**src/rtl/rtc_disp_ctrl.sv**
```systemverilog
// rtc_disp_ctrl: BCD hh:mm:ss clock with set FSM, 12/24 h display and digit scanner; RTC_BLINK_EN blanks the field being set.
module rtc_disp_ctrl #(
  parameter int CLK_HZ        = 50_000_000,
  parameter int SCAN_TICKS    = 200_000,
  parameter int NUM_DIGITS    = 4,
  parameter int REPEAT_DELAY  = 25_000_000,
  parameter int REPEAT_PERIOD = 5_000_000
) (
  input  logic                  i_clk,
  input  logic                  i_rst,
  input  logic                  i_mode,
  input  logic                  i_inc,
  input  logic                  i_fmt_12h,
  output logic [NUM_DIGITS-1:0] o_digit_en,
  output logic [3:0]            o_bcd,
  output logic                  o_dp,
  output logic                  o_pm,
  output logic [1:0]            o_setting,
  output logic [7:0]            o_hh,
  output logic [7:0]            o_mm,
  output logic [7:0]            o_ss
);
  localparam int PW = $clog2(CLK_HZ + 1);
  localparam int SW = $clog2(SCAN_TICKS + 1);
  localparam int RMAX = REPEAT_DELAY > REPEAT_PERIOD ? REPEAT_DELAY : REPEAT_PERIOD;
  localparam int RW = $clog2(RMAX + 1);

  if (NUM_DIGITS != 4 && NUM_DIGITS != 6) begin : g_bad_digits
    $error("rtc_disp_ctrl: NUM_DIGITS must be 4 or 6");
  end

  typedef enum logic [1:0] {RUN, SET_HOUR, SET_MIN, SET_SEC} state_t;

  state_t                  state_q, state_d;
  logic [PW-1:0]           presc_q, presc_d;
  logic [7:0]              hh_q, hh_d, mm_q, mm_d, ss_q, ss_d;
  logic                    inc_q, inc_d;
  logic [RW-1:0]           rep_q, rep_d;
  logic                    rep_ph_q, rep_ph_d;
  logic [SW-1:0]           scan_q, scan_d;
  logic [2:0]              idx_q, idx_d;
  logic [NUM_DIGITS-1:0]   en_q, en_d;
  logic [3:0]              bcd_q, bcd_d;
  logic                    dp_q, dp_d, pm_q, pm_d;
  logic                    set, tick, rise, rep_fire, bump, scan_wrap;
  logic [4:0]              hbin, h12, hdisp;
  logic [3:0]              htens, hones;
  logic [3:0]              dig [8];

  function automatic logic [7:0] bcd_inc(input logic [7:0] v, input logic [7:0] lim);
    return v == lim ? 8'h00 : v[3:0] == 4'd9 ? {v[7:4] + 4'd1, 4'd0} : {v[7:4], v[3:0] + 4'd1};
  endfunction

`ifdef RTC_BLINK_EN
  localparam int BW = $clog2(CLK_HZ / 4 + 1);
  logic [BW-1:0] blk_cnt_q;
  logic          blink_q;
  always_ff @(posedge i_clk)
    if (i_rst) begin
      blk_cnt_q <= '0;
      blink_q   <= 1'b0;
    end else if (blk_cnt_q == BW'(CLK_HZ / 4 - 1)) begin
      blk_cnt_q <= '0;
      blink_q   <= ~blink_q;
    end else begin
      blk_cnt_q <= blk_cnt_q + 1'b1;
    end
`endif

  always_comb begin
    set       = state_q != RUN;
    state_d   = !i_mode ? state_q :
                state_q == RUN ? SET_HOUR :
                state_q == SET_HOUR ? SET_MIN :
                (state_q == SET_MIN && NUM_DIGITS == 6) ? SET_SEC : RUN;
    tick      = !set && presc_q == PW'(CLK_HZ - 1);
    presc_d   = (set && state_d == RUN) ? '0 : set ? presc_q : tick ? '0 : presc_q + 1'b1;
    // edge history only survives inside a SET_* state, so entering one with i_inc held acts as a fresh press
    rise      = i_inc && !inc_q;
    inc_d     = set && !i_mode && i_inc;
    rep_fire  = rep_q == (rep_ph_q ? RW'(REPEAT_PERIOD) : RW'(REPEAT_DELAY));
    bump      = inc_d && (rise || rep_fire);
    rep_d     = !inc_d ? '0 : (rise || rep_fire) ? RW'(1) : rep_q + 1'b1;
    rep_ph_d  = inc_d && !rise && (rep_fire || rep_ph_q);
    ss_d      = (tick || (bump && state_q == SET_SEC)) ? bcd_inc(ss_q, 8'h59) : ss_q;
    mm_d      = ((tick && ss_q == 8'h59) || (bump && state_q == SET_MIN)) ? bcd_inc(mm_q, 8'h59) : mm_q;
    hh_d      = ((tick && ss_q == 8'h59 && mm_q == 8'h59) || (bump && state_q == SET_HOUR)) ?
                bcd_inc(hh_q, 8'h23) : hh_q;
    hbin      = 5'(hh_q[7:4]) * 5'd10 + 5'(hh_q[3:0]);
    h12       = hbin == 5'd0 ? 5'd12 : hbin > 5'd12 ? hbin - 5'd12 : hbin;
    hdisp     = i_fmt_12h ? h12 : hbin;
    htens     = 4'(hdisp / 5'd10);
    hones     = 4'(hdisp % 5'd10);
    pm_d      = i_fmt_12h && hbin >= 5'd12;
    dig       = '{default: 4'hF};
    dig[0]    = (i_fmt_12h && htens == 4'd0) ? 4'hF : htens;
    dig[1]    = hones;
    dig[2]    = mm_q[7:4];
    dig[3]    = mm_q[3:0];
    dig[4]    = ss_q[7:4];
    dig[5]    = ss_q[3:0];
`ifdef RTC_BLINK_EN
    for (int k = 0; k < 6; k++)
      if (set && !blink_q && k / 2 == int'(state_q) - 1) dig[k] = 4'hF;
`endif
    scan_wrap = scan_q == SW'(SCAN_TICKS - 1);
    scan_d    = scan_wrap ? '0 : scan_q + 1'b1;
    idx_d     = !scan_wrap ? idx_q : idx_q == 3'(NUM_DIGITS - 1) ? 3'd0 : idx_q + 3'd1;
    en_d      = NUM_DIGITS'(1) << idx_d;
    bcd_d     = dig[idx_d];
    dp_d      = set ? idx_d == {state_q, 1'b1} - 3'd2 : idx_d == 3'd1 && presc_q < PW'(CLK_HZ / 2);
  end

  always_ff @(posedge i_clk)
    if (i_rst) begin
      state_q  <= RUN;
      presc_q  <= '0;
      hh_q     <= '0;
      mm_q     <= '0;
      ss_q     <= '0;
      inc_q    <= 1'b0;
      rep_q    <= '0;
      rep_ph_q <= 1'b0;
      scan_q   <= '0;
      idx_q    <= '0;
      en_q     <= NUM_DIGITS'(1);
      bcd_q    <= '0;
      dp_q     <= 1'b0;
      pm_q     <= 1'b0;
    end else begin
      state_q  <= state_d;
      presc_q  <= presc_d;
      hh_q     <= hh_d;
      mm_q     <= mm_d;
      ss_q     <= ss_d;
      inc_q    <= inc_d;
      rep_q    <= rep_d;
      rep_ph_q <= rep_ph_d;
      scan_q   <= scan_d;
      idx_q    <= idx_d;
      en_q     <= en_d;
      bcd_q    <= bcd_d;
      dp_q     <= dp_d;
      pm_q     <= pm_d;
    end

  assign o_digit_en = en_q;
  assign o_bcd      = bcd_q;
  assign o_dp       = dp_q;
  assign o_pm       = pm_q;
  assign o_setting  = state_q;
  assign o_hh       = hh_q;
  assign o_mm       = mm_q;
  assign o_ss       = ss_q;
endmodule

```
**config.mk**
```make
export PLATFORM = sky130hd
export DESIGN_NAME = rtc_disp_ctrl
export DESIGN_NICKNAME = d
export VERILOG_FILES = /design/src/rtl/rtc_disp_ctrl.sv
export SDC_FILE = /design/constraint.sdc
export NUM_CORES = 1
export LEC_CHECK = 0
export CAP_MARGIN = 20
export CORE_MARGIN = 4
export CORE_UTILIZATION = 55
export DETAILED_ROUTE_END_ITERATION = 8
export PLACE_DENSITY_LB_ADDON = 0.15
export SYNTH_ARGS = -nofsm -noshare
export SYNTH_HDL_FRONTEND = slang
export SYNTH_SLANG_ARGS = --single-unit
```
**constraint.sdc**
```tcl
create_clock -name i_clk -period 6.7 [get_ports i_clk]
set_clock_uncertainty 0.2 [all_clocks]
set_input_delay 1.34 -clock i_clk [delete_from_list [all_inputs] [get_ports i_clk]]
set_output_delay 1.34 -clock i_clk [all_outputs]
set_load 0.1 [all_outputs]
```
# --- Yosys cells after proc, flatten, opt, wreduce, memory -nomap -nowiden ---
# Cells that the tools add are included.
totals:
  wordCells: 118
  out_inout_bits: 36
  in_bits: 5
  ff_bits: 110
op_classes:
  n_mul: 1
  div_mod_pow: 2
  bitwise_logic: 2
  n_reduce_logical: 40
  magnitude_cmp: 4
  n_mux: 22
  addsub: 13
  shifts: 1
  n_eq_ne: 15
op_table:
  columns: ["cell", "n"]
  rows:
  - ["$mux W8", 6]
  - ["$add A26 B1 Y26 const B", 1]
  - ["$eq A26 B26 Y1 const B", 1]
  - ["$lt A26 B25 Y1 const B", 1]
  - ["$mux W26", 1]
  - ["$add A25 B1 Y25 const B", 1]
  - ["$eq A25 B25 Y1", 1]
  - ["$mux W25", 1]
  - ["$add A4 B1 Y4 const B", 6]
  - ["$add A18 B1 Y18 const B", 1]
  - ["$eq A18 B18 Y1 const B", 1]
  - ["$eq A8 B7 Y1 const B", 2]
  - ["$logic_and A1 B1 Y1", 16]
  - ["$mux W5", 3]
  - ["$bmux W4 S3", 1]
  - ["$eq A4 B4 Y1 const B", 3]
  - ["$mux W4", 3]
  - ["$eq A8 B6 Y1 const B", 1]
  - ["$reduce_bool A2 Y1", 4]
  - ["$mux W2", 3]
  - ["$mux W3", 2]
  - ["$reduce_and A2 Y1", 3]
  - ["$reduce_or A2 Y1", 3]
  - ["$add A5 B4 Y5", 1]
  - ["24 further kinds", 34]

# --- Logic depth before layout (Yosys ltp) ---
# Gate-level depths: netlist of run 1.
logic_depth:
  depth_word: 13
  ltp_mapped: 22
  ltp_nobuf: 22

# --- Least setup slack after synthesis of run 1 ---
# OpenSTA, ideal clock, no wires.
synth_timing:
  path_kind: "flip-flop to flip-flop"
  from: "register hh_q[4], in the netlist o_hh[4]"
  to: "register bcd_q[3], in the netlist o_bcd[3]"
  period_less_slack_ps: 5953
  arrival_ps: 5634
  slack_ps: 747
  setup_ps: 120
  path_stages_with_launch: 23
  path_buffers: 0
  path_cell_list: "dfxtp_1 -> ha_1 -> ha_1 -> xor2_2 -> inv_1 -> ha_1 -> nor3b_1 -> nor3_1 -> o2bb2ai_1 -> a21o_1 -> o21ai_0 -> ha_1 -> nor3_1 -> a21oi_1 -> mux2i_1 -> and2_1 -> ha_1 -> a21oi_1 -> and3_1 -> a211o_1 -> a311o_1 -> and3_1 -> o31a_1"
synth_between:
  elab_chain_cells: 13
  word_cells_on_any_way: 16
  cone_classes: "add/sub (2); mul (1); div (2); order compare (1); mux (7); reduce/logical (3)"
synth_rtl:
  columns: ["item", "line", "text"]
  rows:
  - ["from (decl)", "36", "logic [7:0] hh_q, hh_d, mm_q, mm_d, ss_q, ss_d;"]
  - ["from (signal assigned)", "133", "hh_q <= hh_d;"]
  - ["$mul A4 B3 Y4 (*)", "89", "hbin = 5'(hh_q[7:4]) * 5'd10 + 5'(hh_q[3:0]);"]
  - ["$add A5 B4 Y5 (*)", "89", null]
  - ["$sub A5 B4 Y5 or $gt A5 B4 Y1 (tied branches)", "90", "h12 = hbin == 5'd0 ? 5'd12 : hbin > 5'd12 ? hbin - 5'd12 : hbin;"]
  - ["$mux W5 (2 in a row)", "90", null]
  - ["$mux W5 (*)", "91", "hdisp = i_fmt_12h ? h12 : hbin;"]
  - ["$div A5 B4 Y5", "92", "htens = 4'(hdisp / 5'd10);"]
  - ["$logic_not A4 Y1", "96", "dig[0] = (i_fmt_12h && htens == 4'd0) ? 4'hF : htens;"]
  - ["$logic_and A1 B1 Y1", "96", null]
  - ["$mux W4", "96", null]
  - ["$bmux W4 S3 (*)", "110", "bcd_d = dig[idx_d];"]
  - ["$mux W4 (implied by the code) (*) (2 in a row)", "110", null]
  - ["to (signal assigned)", "127", "bcd_q <= '0;"]
  - ["to (signal assigned)", "142", "bcd_q <= bcd_d;"]
  - ["to (decl)", "43", "logic [3:0] bcd_q, bcd_d;"]
# Mark *: on every way between the ends. The rest lies on a longest branch, timed or not. The select of a mux whose other input is x is not followed.
# A chain may end at the register's enable or synchronous reset.

# --- Worst setup path in the final report of run 1 ---
layout_timing:
  from: "register hh_q[4], in the netlist o_hh[4]"
  to: "register bcd_q[1], in the netlist o_bcd[1]"
# The elaborated chain is that of the path after synthesis.

==> metrics, run 1 <==
CP Capture Type flop; top post-synthesis cells by area dfxtp_1 (37%), nor2_1 (7.1%), ha_1 (6.3%), xor2_1 (5.6%), nand2_1 (4.4%); Die W 112 um; crit path max fanout 8; Synth Net Count around 750; area leader, netlist dfxtp_1; setup TNS 0 ns; CTS sink cnt 110; GRT Util Overall 0.210; share of post-route cells with drive strength above 1 0.0531; Reg power frac 0.555; pwr dens 179 nW/um^2; TritonRoute pass-1 iters 5; Comb power frac 0.062; FP Rows 37; CTS tree built; Worst EP arrival ~6 ns; Hold Path Stages 1; pin count of the biggest net entering global routing between 40 and 50; post-synthesis mux area share 0.0196; commonest cells in the netlist nor2_1 (113), dfxtp_1 (110), nand2_1 (69); CTS max path bufs 2; startpoint types flop; register area share after synthesis 0.371; GP Congestion approximately 0.87; Multi-input gate area 3560 sq um; fillers 904; Synth Flop Type dfxtp_1; synthesized cell area 5940 sq um; die height around 110 um; Slew Limit Headroom 0.313; number of synthesized flops with an enable pin 0; clk_lat worst skew 0.38 ns; Tcrit/Tclk final 0.882; Int Power 0.909 mW; storage element area 2200 sq um; Area Growth Syn to Fin 12.5%; final hold slack 0.284 ns; MaxCap Viol Count 0; Vias/cell 5.70; Hold Vio Cnt, Final 0; Post-Synth XOR/XNOR Area 0.101; Req. time, crit path 6.77 ns; first-pass GRT wire length 22,500 um; hold_sp scan_q[0]$_SDFF_PP0_; CTS buffer count 9; Worst path slowest cell dfxtp_1; RR Startpoint o_hh[4]$_SDFFE_PP0P_; Initial Util 0.571; Final Instance Area between 6000 and 7000 sq um; VDD IR-drop max 103 uV; placed cell area 6460 sq um; cell leakage power about 2.4 nW; clock transition at the registers of the reported paths between 0.1 and 0.15 ns; H-tree depth 3; post-cts gate resize count 0; Sw Share 0.243; crit-path cells ha_1 -> ha_1 -> xor2_2 -> inv_1 -> ha_1 -> nor3b_1 -> nor3_1 -> o2bb2ai_1 -> a21o_1 -> o21ai_0 -> ha_1 -> nor3_1 -> a21oi_1 -> mux2i_1 -> and2_1 -> ha_1 -> a21oi_1 -> and3_1 -> a211o_1 -> a32oi_2 -> nor4_1 -> or4_1; Core ar. 10,400 sq um; # DRC 0; synthesized area per cell 8.31 sq um; CTS Root Buffer Type clkbuf_8; Vias 5,076; total gr overflow 0; Routed Antenna Nets 0; Worst Max-Slew Pin Slew 1.03 ns; Post-CTS Repair Setup Buffers 0; Synth Area in Adders 0.0665; r2r worst-path depth 22; FF-to-FF setup slack 0.79 ns; final WL 12,900 um; detailed placement HPWL ~9400 um; # IOs 41; Mapped Cells 715; largest family of logic cells by synthesized area simple AND/OR/NAND/NOR gates; # hold bufs at CTS 0; FMAX 169 MHz; vias in the first global route 4,801; clock group share of total power 0.383; Yosys reg bits 110; Yosys Warn Count 0; RSZ-0062 raised after global routing no; most common cell in the synthesized netlist nor2_1; outcome finished clean; DIE AREA 12,500 sq um; cell mode on critical path ha_1; Finish-stage setup viols 0; Largest stage delay, worst path about 0.50 ns; initial antenna violation count 0; post-synth top area share 0.371; # nets final ~790; critical path class flop to flop; path type of the worst min-delay path flop to flop; Psw 0.292 mW; Distinct cells, synth 73; ys async rst share 0; Synth Area in Simple Gates 0.294; Period minus WS final 5.91 ns; wire per inst 14.5 um; R2R Path End o_bcd[1]$_SDFF_PP0_; DRT iter0 DRCs 281; Final Slew Violations 0; ANT cells 0; Compound-Gate Fraction of Synth Area 0.118; Endpoint, Worst Hold scan_q[0]$_SDFF_PP0_; number of port buffers 40
==> worst max-delay path: cells and delay by family (launching register included) <==
kind,cells,cell delay (ns)
AND/OR/NAND/NOR,7,1.70
AO/OA/AOI/OAI,7,1.35
adder cells (fa/ha/maj),5,1.29
flip-flops,1,0.50
multiplexers,1,0.36
XOR/XNOR,1,0.29
buffers and inverters,1,0.10
==> placed cells by master (no fill, tap or decap), drive strengths merged, types with 30 or more instances in the layout <==
cell / n
nor2: 113
dfxtp: 110
nand2: 70
clkdlybuf4s50: 40
xor2: 39
a21oi: 35
nand3: 33
ha: 30
inv: 30
==> per-layer routing <==
metal | vias up | part of all wire | wire length (um) | track usage
li1 | 2560 | - | - | -
met3 | 15 | 0.045 | 576 | 0.0332
met4 | 0 | 0.013 | 167 | 0.0601
met5 | - | 0 | 0 | 0
met1 | 2398 | 0.48 | 6180 | 0.285
met2 | 103 | 0.47 | 6020 | 0.349
==> area by class of cell <==
cell class	instances	share of cell area
multi-input cells	557	0.532
flip-flops and latches	110	0.329
repair buffers	43	0.0632
well taps	136	0.0254
clock buffers	11	0.0211
inverters	28	0.0157
clock inverters	5	0.0133
==> logic make-up (layout without fill, tap and decap cells) <==
kind of cell    Yosys count  after routing
simple gates            346            346
flops                   110            110
compound gates          103            103
xor+xnor                 66             66
buf+inv                  48             87
fa+ha+maj                31             31
mux                      11             11
==> registers in the layout, summed over array words and instances, names as in the netlist <==
signal and count:
idx_q 3, inc_q 1, o_bcd 4, o_digit_en 4, o_dp 1, o_hh 8
o_mm 8, o_pm 1, o_setting 2, o_ss 8, presc_q 26, rep_ph_q 1
rep_q 25, scan_q 18
==> worst max-delay path by stage <==
stage | start | end | slack [ns] | cells after the start
6_report | o_hh[4]$_SDFFE_PP0P_ | o_bcd[1]$_SDFF_PP0_ | 0.79 | 22
2_1_floorplan | o_hh[4]$_SDFFE_PP0P_ | o_bcd[3]$_SDFF_PP0_ | 0.75 | 22
5_1_grt | o_hh[4]$_SDFFE_PP0P_ | o_bcd[1]$_SDFF_PP0_ | 0.45 | 21
3_3_place_gp | i_fmt_12h | o_bcd[1]$_SDFF_PP0_ | 1.14 | 17
4_1_cts | o_hh[4]$_SDFFE_PP0P_ | o_bcd[1]$_SDFF_PP0_ | 0.88 | 22
3_5_place_dp | o_hh[4]$_SDFFE_PP0P_ | o_bcd[1]$_SDFF_PP0_ | 0.91 | 22
==> metrics by stage <==
| step | instances | util | worst slack [ns] | power (mW) |
|---|---|---|---|---|
| floorplan | 715 | - | 0.747 | 0.737 |
| global placement | 874 | 0.620 | 1.14 | 0.753 |
| detailed placement | 874 | 0.620 | 0.908 | 0.755 |
| CTS | 890 | 0.642 | 0.877 | 1.21 |
| global route | 890 | 0.642 | 0.446 | 1.25 |
| finish | 890 | 0.642 | 0.789 | 1.20 |
==> power by group through the flow <==
stage / clock (mW) / combinational [mW] / sequential (mW)
3_3_place_gp: 0 / 0.0722 / 0.681
2_1_floorplan: 0 / 0.0395 / 0.697
3_5_place_dp: 0 / 0.0740 / 0.681
4_1_cts: 0.471 / 0.0744 / 0.666
6_report: 0.460 / 0.0741 / 0.666
5_1_grt: 0.499 / 0.0808 / 0.667
No activity file was read; power rests on OpenSTA's default activity.
==> inputs of run 2 (changes only) <==
--- a/config.mk
+++ b/config.mk
@@ -5,6 +5,7 @@
 export SDC_FILE = /design/constraint.sdc
 export NUM_CORES = 1
 export LEC_CHECK = 0
+export ABC_CLOCK_PERIOD_IN_PS = 6700
 export CAP_MARGIN = 20
 export CORE_MARGIN = 4
 export CORE_UTILIZATION = 55
==> results of run 2 <==
The final DEF is identical to that of run 1; final timing and power are the same.
